===== src/rtl/conv_ctrl_pkg.sv =====
// Shared types and default geometry for the convolution frame controller.
package conv_ctrl_pkg;

  typedef enum logic [1:0] {
    StIdle,
    StRun,
    StDrain,
    StDone
  } state_e;

  localparam int unsigned DEF_IMG_W    = 64;
  localparam int unsigned DEF_IMG_H    = 64;
  localparam int unsigned DEF_PIPE_LAT = 3;
  localparam int unsigned DEF_CW       = 7;

  function automatic int unsigned frame_pix(input int unsigned w, input int unsigned h);
    return w * h;
  endfunction

  localparam int unsigned FRAME_PIX = frame_pix(DEF_IMG_W, DEF_IMG_H);

endpackage


===== src/rtl/lat_delay_line.sv =====
// Valid-bit delay line matching the fixed kernel pipeline latency; never stalls.
module lat_delay_line #(
  parameter int unsigned DEPTH = 3
) (
  input  logic clk,
  input  logic rst_n,
  input  logic clr,
  input  logic din,
  output logic dout,
  output logic empty
);

  logic [DEPTH-1:0] stage_q;

  always_ff @(posedge clk) begin
    if (!rst_n || clr) begin
      stage_q <= '0;
    end else begin
      stage_q <= (stage_q << 1) | DEPTH'(din);
    end
  end

  assign dout  = stage_q[DEPTH-1];
  assign empty = ~|stage_q;

endmodule


===== src/rtl/conv_frame_ctrl.sv =====
// Raster window-read sequencer and result-write tracker for the 3x3 convolution datapath.
// Define CONV_CTRL_PERF_CNT_EN to build the saturating stall-cycle counter.
module conv_frame_ctrl
  import conv_ctrl_pkg::*;
#(
  parameter int unsigned IMG_W    = DEF_IMG_W,
  parameter int unsigned IMG_H    = DEF_IMG_H,
  parameter int unsigned PIPE_LAT = DEF_PIPE_LAT,
  parameter int unsigned CW       = DEF_CW
) (
  input  logic          clk,
  input  logic          rst_n,
  input  logic          start,
  input  logic          abort,
  input  logic          stall,
  output logic          busy,
  output logic          done,
  output logic          rd_en,
  output logic [CW-1:0] rd_row,
  output logic [CW-1:0] rd_col,
  output logic          wr_en,
  output logic [CW-1:0] wr_row,
  output logic [CW-1:0] wr_col,
  output logic [15:0]   stall_cycles
);

  localparam int unsigned   Total    = frame_pix(IMG_W, IMG_H);
  localparam int unsigned   NW       = $clog2(Total + 1);
  localparam logic [CW-1:0] ColMax   = CW'(IMG_W - 1);
  localparam logic [CW-1:0] RowMax   = CW'(IMG_H - 1);
  localparam logic [NW-1:0] TotalCnt = NW'(Total);

  state_e        state_q;
  logic [CW-1:0] rd_row_q, rd_col_q;  // next window to issue
  logic [NW-1:0] wr_cnt_q;            // results that have entered the write register
  logic          issue, rd_last, wr_last;
  logic          dl_out, dl_empty;

  always_comb begin
    issue   = (state_q == StRun) && !stall && !abort;
    rd_last = (rd_row_q == RowMax) && (rd_col_q == ColMax);
    wr_last = (wr_row == RowMax) && (wr_col == ColMax);
  end

  lat_delay_line #(
    .DEPTH(PIPE_LAT)
  ) u_lat_delay_line (
    .clk  (clk),
    .rst_n(rst_n),
    .clr  (abort),
    .din  (issue),
    .dout (dl_out),
    .empty(dl_empty)
  );

  always_ff @(posedge clk) begin
    if (!rst_n) begin
      state_q  <= StIdle;
      busy     <= 1'b0;
      done     <= 1'b0;
      rd_en    <= 1'b0;
      rd_row   <= '0;
      rd_col   <= '0;
      wr_en    <= 1'b0;
      wr_row   <= '0;
      wr_col   <= '0;
      rd_row_q <= '0;
      rd_col_q <= '0;
      wr_cnt_q <= '0;
    end else if (abort) begin
      state_q <= StIdle;
      busy    <= 1'b0;
      done    <= 1'b0;
      rd_en   <= 1'b0;
      wr_en   <= 1'b0;
    end else begin
      rd_en <= issue;
      wr_en <= dl_out;
      done  <= 1'b0;
      if (dl_out) begin
        wr_cnt_q <= wr_cnt_q + NW'(1);
      end
      // Write coordinates shown with wr_en step after each write, stopping at the last pixel.
      if (wr_en && !wr_last) begin
        if (wr_col == ColMax) begin
          wr_col <= '0;
          wr_row <= wr_row + CW'(1);
        end else begin
          wr_col <= wr_col + CW'(1);
        end
      end
      unique case (state_q)
        StIdle: begin
          if (start) begin
            state_q  <= StRun;
            busy     <= 1'b1;
            rd_row_q <= '0;
            rd_col_q <= '0;
            wr_row   <= '0;
            wr_col   <= '0;
            wr_cnt_q <= '0;
          end
        end
        StRun: begin
          if (!stall) begin
            rd_row <= rd_row_q;
            rd_col <= rd_col_q;
            if (rd_last) begin
              state_q <= StDrain;
            end else if (rd_col_q == ColMax) begin
              rd_col_q <= '0;
              rd_row_q <= rd_row_q + CW'(1);
            end else begin
              rd_col_q <= rd_col_q + CW'(1);
            end
          end
        end
        StDrain: begin
          if (dl_empty && (wr_cnt_q == TotalCnt)) begin
            state_q <= StDone;
            busy    <= 1'b0;
            done    <= 1'b1;
          end
        end
        StDone: begin
          state_q <= StIdle;
        end
        default: begin
          state_q <= StIdle;
        end
      endcase
    end
  end

`ifdef CONV_CTRL_PERF_CNT_EN
  logic [15:0] stall_cnt_q;

  always_ff @(posedge clk) begin
    if (!rst_n) begin
      stall_cnt_q <= '0;
    end else if ((state_q == StIdle) && start && !abort) begin
      stall_cnt_q <= '0;
    end else if ((state_q == StRun) && stall && (stall_cnt_q != 16'hFFFF)) begin
      stall_cnt_q <= stall_cnt_q + 16'd1;
    end
  end

  assign stall_cycles = stall_cnt_q;
`else
  assign stall_cycles = 16'h0000;
`endif

endmodule


===== config.mk =====
export PLATFORM = sky130hd
export DESIGN_NAME = conv_frame_ctrl
export DESIGN_NICKNAME = d
export VERILOG_FILES = /design/src/rtl/conv_ctrl_pkg.sv /design/src/rtl/lat_delay_line.sv /design/src/rtl/conv_frame_ctrl.sv
export SDC_FILE = /design/constraint.sdc
export NUM_CORES = 1
export LEC_CHECK = 0
export CORE_MARGIN = 2
export CORE_UTILIZATION = 55
export CTS_BUF_LIST = sky130_fd_sc_hd__clkbuf_4
export DETAILED_ROUTE_END_ITERATION = 8
export PLACE_DENSITY = 0.9
export SYNTH_ARGS = -nofsm -noshare
export SYNTH_HDL_FRONTEND = slang
export SYNTH_HIERARCHICAL = 1
export SYNTH_SLANG_ARGS = --single-unit

===== constraint.sdc =====
create_clock -name clk -period 2.2 [get_ports clk]
set_input_delay 0.55 -clock clk [delete_from_list [all_inputs] [get_ports clk]]
set_output_delay 0.55 -clock clk [all_outputs]
set_load 0.1 [all_outputs]

==> impl_metrics.csv <==
group,metric,value,unit
power,p_leak,1.535,nW
timing,max_freq,0.4813,GHz
logic_synthesis,synth_ff_type,"dfxtp_1",
timing,fin_worst_skew,0.01532,ns
logic_synthesis,synth_edf_count,0,
global_route,gr-max-usage-layer,"met2",
worst_setup_path,critPathMaxFanout,8,
global_route,antenna_found_initial,0,
timing,final_max_slew_viol_count,0,
worst_setup_path,crit_family,"simple AND/OR/NAND/NOR gates",
worst_setup_path,worstPathCellList,"ha_1 -> nand3_1 -> or3_4 -> o21a_1 -> buf_4 -> o21ai_4 -> buf_4 -> mux2i_1 -> nor2b_1",
timing,holdWs,0.4669,ns
cts,htree_num_levels,3,
global_route,grtUsageMet1,29.98,%
finish,diodes,0,
floorplan,ios,53,
worst_setup_path,cp-end-kind,"register",
timing,period_needed,2.078,ns
route,ant_nets,0,
cts,clock_latency,0.41,ns
route,drc,0,
logic_synthesis,ys_types,49,
cts,cts_made_buffers,9,
logic_synthesis,synth-seq-area-share,41.74,%
finish,finish.instance_area,3757,µm²
timing,hold_viol,0,
worst_setup_path,cpPeakStageDelay,0.42,ns
global_route,grt_max_degree,33,
logic_synthesis,ys_ff_latch,64,
timing,tns,0,ns
worst_setup_path,start_kind,"register",
floorplan,row_count,27,
cts,cts-root-buf,"clkbuf_4",
cts,cts.sinks,64,
finish,drive_gt1_share,24.66,%
floorplan,die_area,6194,µm²
worst_setup_path,cp_slowest_cell,"or3_4",
finish,synthToLayoutAreaGrowth,22.42,%
worst_setup_path,cp.arrival,2.38,ns
finish,nNetsFinal,448,
floorplan,die_h,78.70,µm
placed_design,port_buffers,36,
finish,layout_commonest_cell,"buf_4",
logic_synthesis,syn_inst,359,
power,cellPowerDensity,562.4,nW/µm²
timing,post-route-period-util,94.45,%
placed_design,dp.cells,495,
placed_design,dp_hpwl,5026,µm
logic_synthesis,avgSynthCellArea,8.549,µm²
floorplan,die_x,78.70,µm
route,routed_wl,6744,µm
route,drt-initial-drc-count,170,
logic_synthesis,async_reset_ff_share,0,%
global_route,grt_pass1_wl,11570,µm
worst_setup_path,critPathBufInv,2,
logic_synthesis,ys_warn_count,6,
global_route,use_met3,6.023,%
route,post_drt_wl_per_cell,13.22,µm
job,maxCapViolCount,0,
global_route,use_met2,37.95,%
route,first_pass_iters,4,
finish,layout_common_cells,"buf_4, dfxtp_1, nand2_1",
floorplan,initial_core_util,56.43,%
finish,nFillCells,411,
worst_setup_path,crit_required,2.50,ns
global_route,first_global_vias,2595,
logic_synthesis,synth_area,3069,µm²
global_route,grtUsageTotal,23.40,%
worst_setup_path,worstSetupPathType,"reg2reg",
finish,fin_util,69.08,%
global_route,grt-ovfl-total,0,
route,via_per_inst,5.398,
cts,cts_tree,"yes",
placed_design,gp_congestion,0.8921,
status,outcome,"finished, final reports clean",
timing,rsz0062_at_grt,"no",
finish,final-instance-count-excl-fill,510,
cts,clk_pin_slew,0.11,ns
power,max-vdd-ir-drop,0.3579,mV
route,vias,2753,
min_path,hold_class,"reg2reg",
timing,setup_viol,0,
floorplan,core-area,5439,µm²
cts,clock_path_buffers,2,
placed_design,placed_area,3656,µm²
worst_setup_path,crit_top_cell,"buf_4",
==> cell type report <==
cell class,instances,area (µm²),share of cell area (%)
repair buffers,75,585.6,15.58
clock buffers,9,67.56,1.798
multi-input cells,277,1663,44.26
well taps,72,90.09,2.398
inverters,7,26.28,0.6993
clock inverters,6,27.53,0.7326
flip-flops and latches,64,1297,34.53
==> cells in the mapped netlist, drive strengths merged, types with 2 or more instances <==
| cell | n | area share [%] |
|---|---|---|
| a21boi | 21 | 5.1 |
| a21oi | 17 | 2.8 |
| and2 | 4 | 0.82 |
| and3 | 5 | 1.0 |
| and3b | 4 | 1.1 |
| and4 | 4 | 1.1 |
| buf | 19 | 4.4 |
| clkbuf | 7 | 0.86 |
| dfxtp | 64 | 42 |
| ha | 9 | 3.7 |
| inv | 7 | 0.86 |
| mux2i | 2 | 0.65 |
| nand2 | 50 | 6.1 |
| nand2b | 7 | 1.4 |
| nand3 | 11 | 1.8 |
| nand4 | 8 | 1.8 |
| nand4b | 2 | 0.57 |
| nor2 | 34 | 4.2 |
| nor2b | 7 | 1.4 |
| nor3 | 9 | 1.8 |
| nor3b | 5 | 2.1 |
| nor4 | 3 | 0.61 |
| o2111ai | 2 | 0.57 |
| o211ai | 3 | 0.90 |
| o21a | 2 | 0.49 |
| o21ai | 20 | 3.6 |
| or3 | 8 | 1.6 |
| xnor2 | 4 | 1.1 |
| xor2 | 13 | 3.7 |
==> cell families (layout without fill, tap and decap cells) <==
group	count (synthesis)	after routing	share of synthesized area, %
buf+inv	33	97	6.075
compound gates	69	69	14.47
simple gates	164	164	28.41
flops	64	64	41.74
xor+xnor	17	17	4.851
fa+ha+maj	9	9	3.669
mux	2	2	0.6523
other cells	1	16	0.1222
==> tightest hold or removal path: cells and delay by family, from the launching register on <==
kind | cells | cell delay [ns]
flops | 1 | 0.35
simple gates | 2 | 0.09
==> repair_timing <==
| action | CTS | global route |
|---|---|---|
| hold buffers | 0 | 0 |
| resized for setup | 0 | 2 |
| endpoints found under the setup margin | 0 | 9 |
| buffers inserted | 0 | 0 |
==> per-layer routing <==
layer,vias up,share of wire [%]
met1,1286,46
met5,-,0
li1,1366,-
met3,13,5.0
met4,0,1.7
met2,88,47
==> path summary, 6_finish.rpt <==
check	start	to	slack (ns)	cells past startpoint
max	rd_col_q[1]	rd_row_q[0]	0.12	9
min	rd_row_q[6]	rd_row_q[6]	0.47	2
max reg2reg	rd_col_q[1]	rd_row_q[0]	0.12	9
min reg2reg	rd_row_q[6]	rd_row_q[6]	0.47	2
==> registers in the layout, summed over array words and instances (netlist names) <==
register / flops
wr_cnt_q: 13
rd_col: 7
rd_col_q: 7
rd_row: 7
rd_row_q: 7
wr_col: 7
wr_row: 7
u_lat_delay_line/stage_q: 3
state_q: 2
busy: 1
done: 1
rd_en: 1
wr_en: 1
==> stage by stage <==
step	power, W	setup slack [ns]
2_1_floorplan	0.001436	0.01192
3_3_place_gp	0.001497	-0.03671
3_5_place_dp	0.001503	-0.1009
4_1_cts	0.002125	0.05084
5_1_grt	0.002197	0.01823
6_report	0.002113	0.1221
==> where the power goes <==
group          leakage [nW]  switching (W)  internal, W
Combinational         0.952       0.000224    0.0000859
Clock                0.0602       0.000424     0.000211
Sequential            0.522     0.00000395      0.00116
Total                  1.53       0.000653      0.00146
Power figures use the tool's default switching activity.
==> variant 1: new RTL, same settings <==
Set the package constant `DEF_PIPE_LAT` to 5 (it was 3).
--- a/src/rtl/conv_ctrl_pkg.sv
+++ b/src/rtl/conv_ctrl_pkg.sv
@@ -11,5 +11,5 @@
   localparam int unsigned DEF_IMG_W    = 64;
   localparam int unsigned DEF_IMG_H    = 64;
-  localparam int unsigned DEF_PIPE_LAT = 3;
+  localparam int unsigned DEF_PIPE_LAT = 5;
   localparam int unsigned DEF_CW       = 7;
 
Check against the original RTL: not equivalent (Yosys sat finds a counterexample within 10 cycles, from zero or initial values and one cycle with rst_n low).
==> variant 1 against the unedited design <==
- routed wire length shrank 1.5%
- setup slack lost 5.6 ps
- sequential cell count grew 2
- power grew 1.3%
- non-clock buffer count shrank 3
- hold slack lost 1.7 ps
- via count shrank 0.65%
- final area grew 0.80%
- synthesized area grew 1.9%
- critical path type unchanged
- largest cell class unchanged
==> variant 1: results (changes against the unedited design) <==
qor: outcome.status finished clean
qor: synth.ys_types 50 [+2.0%]
qor: detailed_routing.initialDrtViolationCount 153 [-10%]
qor: worst_hold_path.min_path_type flip-flop to flip-flop
qor: layout.fraction_of_final_layout_cells_sized_beyond_drive_strength_1 0.2376 [-0.009019]
qor: power.power.ir.vdd_worst 337.9 uV [-5.6%]
qor: setup_path.slowest_library_cell_on_the_worst_path or3_1
qor: setup_path.largest_fanout_on_the_critical_path 5 [-3]
qor: power.comb_power 304 uW [-2%]
qor: grt.global_route_wire_length_before_repair 11.17 mm [-3.5%]
qor: synth.netlist_top_cells_area dfxtp_1 (42%), nand2_1 (6.0%), a21boi_0 (4.6%)
qor: clocking.cts-htree-levels 3 [unchanged]
qor: timing.finClkSkew 10.13 ps [-5.192 ps]
qor: synth.postSynthCellCount 365 [+1.7%]
qor: placed_design.dp_cells 498 [+0.61%]
qor: power.power.share.switching 0.2964 [-0.01248]
qor: grt.grt_max_degree 16 [-52%]
qor: power.total_leakage_power 0.001533 uW [-0.13%]
qor: grt.groute.usage.overall 0.2242 [-0.009802]
qor: setup_path.critical_path.max_stage_delay 450 ps [+30 ps]
qor: detailed_routing.routed_via_density 5.321 [-1.4%]
qor: synth.ys_top_cells_by_count dfxtp_1 (66), nand2_1 (50), nor2_1 (34), a21boi_0 (19), a21oi_1 (17)
qor: worst_hold_path.worstHoldStart rd_col[3]
qor: setup_path.worst_ep_arrival_time 2380 ps [about the same]
qor: power.totalPowerFinal 2140 uW [+1.3%]
qor: synth.sequential_element_share_of_the_synthesized_area 0.4224 [+0.004952]
qor: layout.number_of_diodes 0 [unchanged]
qor: grt.via_count_of_the_first_global_routing_pass 2,586 [-0.35%]
qor: detailed_routing.routedWlPerCell 12.92 um [-2.3%]
variant 1: changes by cell type after synthesis, sizes merged:
| cell | before | now |
|---|---|---|
| nor2b | 7 | 8 |
| nor2 | 34 | 35 |
| and3b | 4 | 1 |
| dfxtp | 64 | 66 |
| and2 | 4 | 9 |
| nor3 | 9 | 8 |
| or4 | 1 | 2 |
variant 1: final cells by class:
class,count,area (sq um)
tap,72,90.09
inverter,7,26.28
clock inverter,6,23.77
clock buffer,10,75.07
fill,438,1719
timing repair buffer,72,550.5
sequential,66,1338
multi-input combinational,281,1684
variant 1: repair_timing:
| item | 4_1_cts | 5_1_grt |
|---|---|---|
| endpoints found under the setup margin | 0 | 6 |
| buffers inserted | 0 | 0 |
| gates resized for setup | 0 | 3 |
variant 1: cells by family after synthesis:
| group | Yosys count | synth area share |
|---|---|---|
| buffers and inverters | 33 | 0.05960 |
| xor gates and xnor gates | 17 | 0.04760 |
| and+or+nand+nor | 168 | 0.2848 |
| other | 1 | 0.001199 |
| DFF | 66 | 0.4224 |
| AOI/OAI and AO/OA | 69 | 0.1420 |
| adders and majority gates | 9 | 0.03600 |
| muxes | 2 | 0.006400 |
variant 1: worst paths after layout:
path                               endpoint  slack (ps)  depth (start not counted)
worst max-delay path            rd_col_q[5]         120                          8
worst min-delay path              rd_col[3]         470                          2
worst min register to register    rd_col[3]         470                          2
worst max register to register  rd_col_q[5]         120                          8
variant 1: metal layers:
| metal | GRT usage | vias to the layer above | wire, um |
|---|---|---|---|
| met5 | 0 | - | 0 |
| met4 | 0.1259 | 0 | 201 |
| met3 | 0.03394 | 19 | 207 |
| met2 | 0.3695 | 54 | 3100 |
| met1 | 0.2805 | 1286 | 3133 |
| li1 | - | 1376 | - |
==> variant 2: new RTL, config.mk and constraints unchanged <==
Made on the original files. Encoding of `state_e`: now one-hot (4 bits for 4 states).
--- a/src/rtl/conv_ctrl_pkg.sv
+++ b/src/rtl/conv_ctrl_pkg.sv
@@ -2,9 +2,9 @@
 package conv_ctrl_pkg;
 
-  typedef enum logic [1:0] {
-    StIdle,
-    StRun,
-    StDrain,
-    StDone
+  typedef enum logic [3:0] {
+    StIdle  = 4'b0001,
+    StRun   = 4'b0010,
+    StDrain = 4'b0100,
+    StDone  = 4'b1000
   } state_e;
 
Function: no difference found for any inputs over 10 cycles, from zero or initial values and one cycle with rst_n low; not proved beyond that.
==> variant 2 against the unedited design <==
- power rose by 12%
- synthesized area up 3.1%
- count of clock-buffer cells in the layout stayed put
- sequential share of layout area grew 1.1 points
- largest cell class unchanged
- via count shrank 7.3%
- routed wire length decreased by 2.2%
- sequential cell count rose by 2
- setup slack better by 95 ps
- final area about the same
- hold slack got worse by 5.1 ps
- utilization fell by 1.2 points
==> variant 2: results (changes against the unedited design) <==
qor: layout.largest_register_ff_count 13 [unchanged]
qor: synth.ys_top_cells_by_count dfxtp_1 (66), nor2_1 (33), nand2_1 (21), buf_4 (17), mux2i_1 (17)
qor: clocking.insertion_delay 420 ps
qor: placed_design.gpl.final_weighted_congestion 0.8805 [-1.3%]
qor: synth.yosys_warnings 6 [unchanged]
qor: power.power.ir.vdd_worst 568.0 uV [+59%]
qor: worst_hold_path.timing.hold.worst_path_depth 2 [unchanged]
qor: layout.registers.top_by_ff_count wr_cnt_q
qor: setup_path.reg2regPathDepth 7 [-2]
qor: detailed_routing.initialDrtViolationCount 174 [+2.4%]
qor: grt.global_route_wire_length_before_repair 10.88 mm [-6.0%]
qor: synth.netlist_top_cells_area dfxtp_1 (42%), mux2i_1 (5.4%), buf_4 (4.0%)
qor: clocking.cts_root_buf clkbuf_4
qor: setup_path.worst_ep_arrival_time 2300 ps [-80 ps]
qor: placed_design.place_hpwl 4.689 mm [-6.7%]
qor: synth.ys_types 58 [+18%]
qor: setup_path.path_delay_family simple AND/OR/NAND/NOR gates
qor: grt.via_count_of_the_first_global_routing_pass 2,403 [-7.4%]
qor: synth.sequential_element_share_of_the_synthesized_area 0.4177 [about the same]
qor: timing.finalSetupViolations 0 [unchanged]
qor: setup_path.critical_path.max_stage_delay 430 ps
qor: timing.finalHoldWorstSlack 461.8 ps [-5.096 ps]
qor: detailed_routing.first_drt_pass_iteration_count 4 [unchanged]
qor: setup_path.rr_endpoint rd_col_q[3]
qor: setup_path.startpoint_of_the_worst_register_to_register_path rd_col_q[0]
qor: synth.async_reset_ff_frac 0 [unchanged]
qor: clocking.cts_inserted_buffers 9 [unchanged]
qor: timing.finClkSkew 11.49 ps [-3.834 ps]
qor: placed_design.port_buffers 36 [unchanged]
qor: worst_hold_path.min_delay_worst_endpoint wr_row[6]
qor: clocking.cts.reportedPaths.clkPinSlew 120 ps
qor: grt.antenna_found_initial 0 [unchanged]
qor: layout.number_of_diodes 0 [unchanged]
qor: clocking.cts-htree-levels 3 [unchanged]
qor: clocking.cts_max_path_buffers 2 [unchanged]
qor: placed_design.detailed_place.area 3591 sq um [-1.8%]
qor: detailed_routing.dr_total_vias 2,551 [-7.3%]
qor: timing.worstMarginPinSlew 729.6 ps
qor: outcome.status finished clean
qor: detailed_routing.postRouteWirelength 6.595 mm [-2.2%]
qor: layout.fill_cells 420 [+2.2%]
qor: power.total_leakage_power 0.001452 uW [-5.4%]
qor: grt.groute.usage.overall 0.2196 [-0.01436]
qor: setup_path.largest_fanout_on_the_critical_path 5 [-3]
qor: worst_hold_path.min_path_type flip-flop to flip-flop
qor: setup_path.ff2ff_setup_slack 220 ps [+90 ps]
qor: layout.fraction_of_final_layout_cells_sized_beyond_drive_strength_1 0.2487 [+0.002168]
qor: worst_hold_path.worstHoldStart wr_row[6]
qor: grt.grt_max_degree 23 [-30%]
qor: setup_path.slowest_library_cell_on_the_worst_path nor4_4
qor: layout.fin_nets 404 [-9.8%]
-- variant 2: cell types whose count changed after synthesis, moves of 4 or more --
cell,unedited run,this run
or3_1,8,3
nand2_1,50,21
nor2b_1,7,15
a21oi_1,17,12
o21ai_0,16,8
xnor2_1,4,10
a21boi_0,19,5
mux2i_1,2,17
nand3b_1,0,4
a2111oi_2,0,5
-- variant 2: stage by stage --
step                        util  instances  TNS (ps)  setup WS, ps
final                     0.6786        470         0         217.0
after global routing      0.6786        470         0         78.71
after CTS                 0.6771        470         0         192.1
after detailed placement  0.6481        454     -1176        -123.6
after global placement    0.6481        454    -468.4        -65.28
after floorplan                -        352         0         50.81
-- variant 2: worst max-delay path by stage --
stage	startpoint	to	cells past startpoint
after floorplan	wr_row[6]	wr_col[3]	6
after global placement	abort	rd_col_q[0]	6
after detailed placement	abort	rd_col_q[0]	6
after CTS	rd_col_q[0]	rd_col_q[2]	6
after global routing	rd_col_q[0]	rd_col_q[2]	6
final	rd_col_q[0]	rd_col_q[3]	7
-- variant 2: power by group --
group / switching, uW / total [uW] / internal (uW)
clock network: 451 / 910 / 459
logic: 195 / 251 / 55.6
registers: 9.10 / 1210 / 1200
total: 656 / 2370 / 1710
-- variant 2: what timing repair did --
item	4_1_cts	5_1_grt
setup endpoints to repair	0	2
hold buffers	0	0
setup buffers	0	0
gates resized for setup	0	1
-- variant 2: worst min-delay path: cells and delay by family (launching register included) --
family	cells	cell delay [ps]
compound gates	1	30
flops	1	340
simple gates	1	60
-- variant 2: area by class of cell --
type	count	area share
Multi-Input combinational cell	251	0.4512
Clock buffer	9	0.01797
Sequential cell	66	0.3567
Timing Repair Buffer	58	0.1185
Inverter	7	0.006988
Clock inverter	7	0.02463
Tap cell	72	0.02396
-- variant 2: logic make-up after synthesis --
kind of cell	count (synthesis)	share of synthesized area
other cells	1	0.001186
buf+inv	35	0.06646
compound gates	51	0.1246
xor+xnor	23	0.06369
flops	66	0.4177
fa+ha+maj	6	0.02373
mux	17	0.05380
simple gates	138	0.2488
-- variant 2: per-layer routing --
metal | GRT usage | up-vias | wire (um)
li1 | - | 1276 | -
met1 | 0.2660 | 1211 | 3009
met2 | 0.3689 | 55 | 3172
met3 | 0.05317 | 9 | 297
met4 | 0.09831 | 0 | 116
met5 | 0 | - | 0
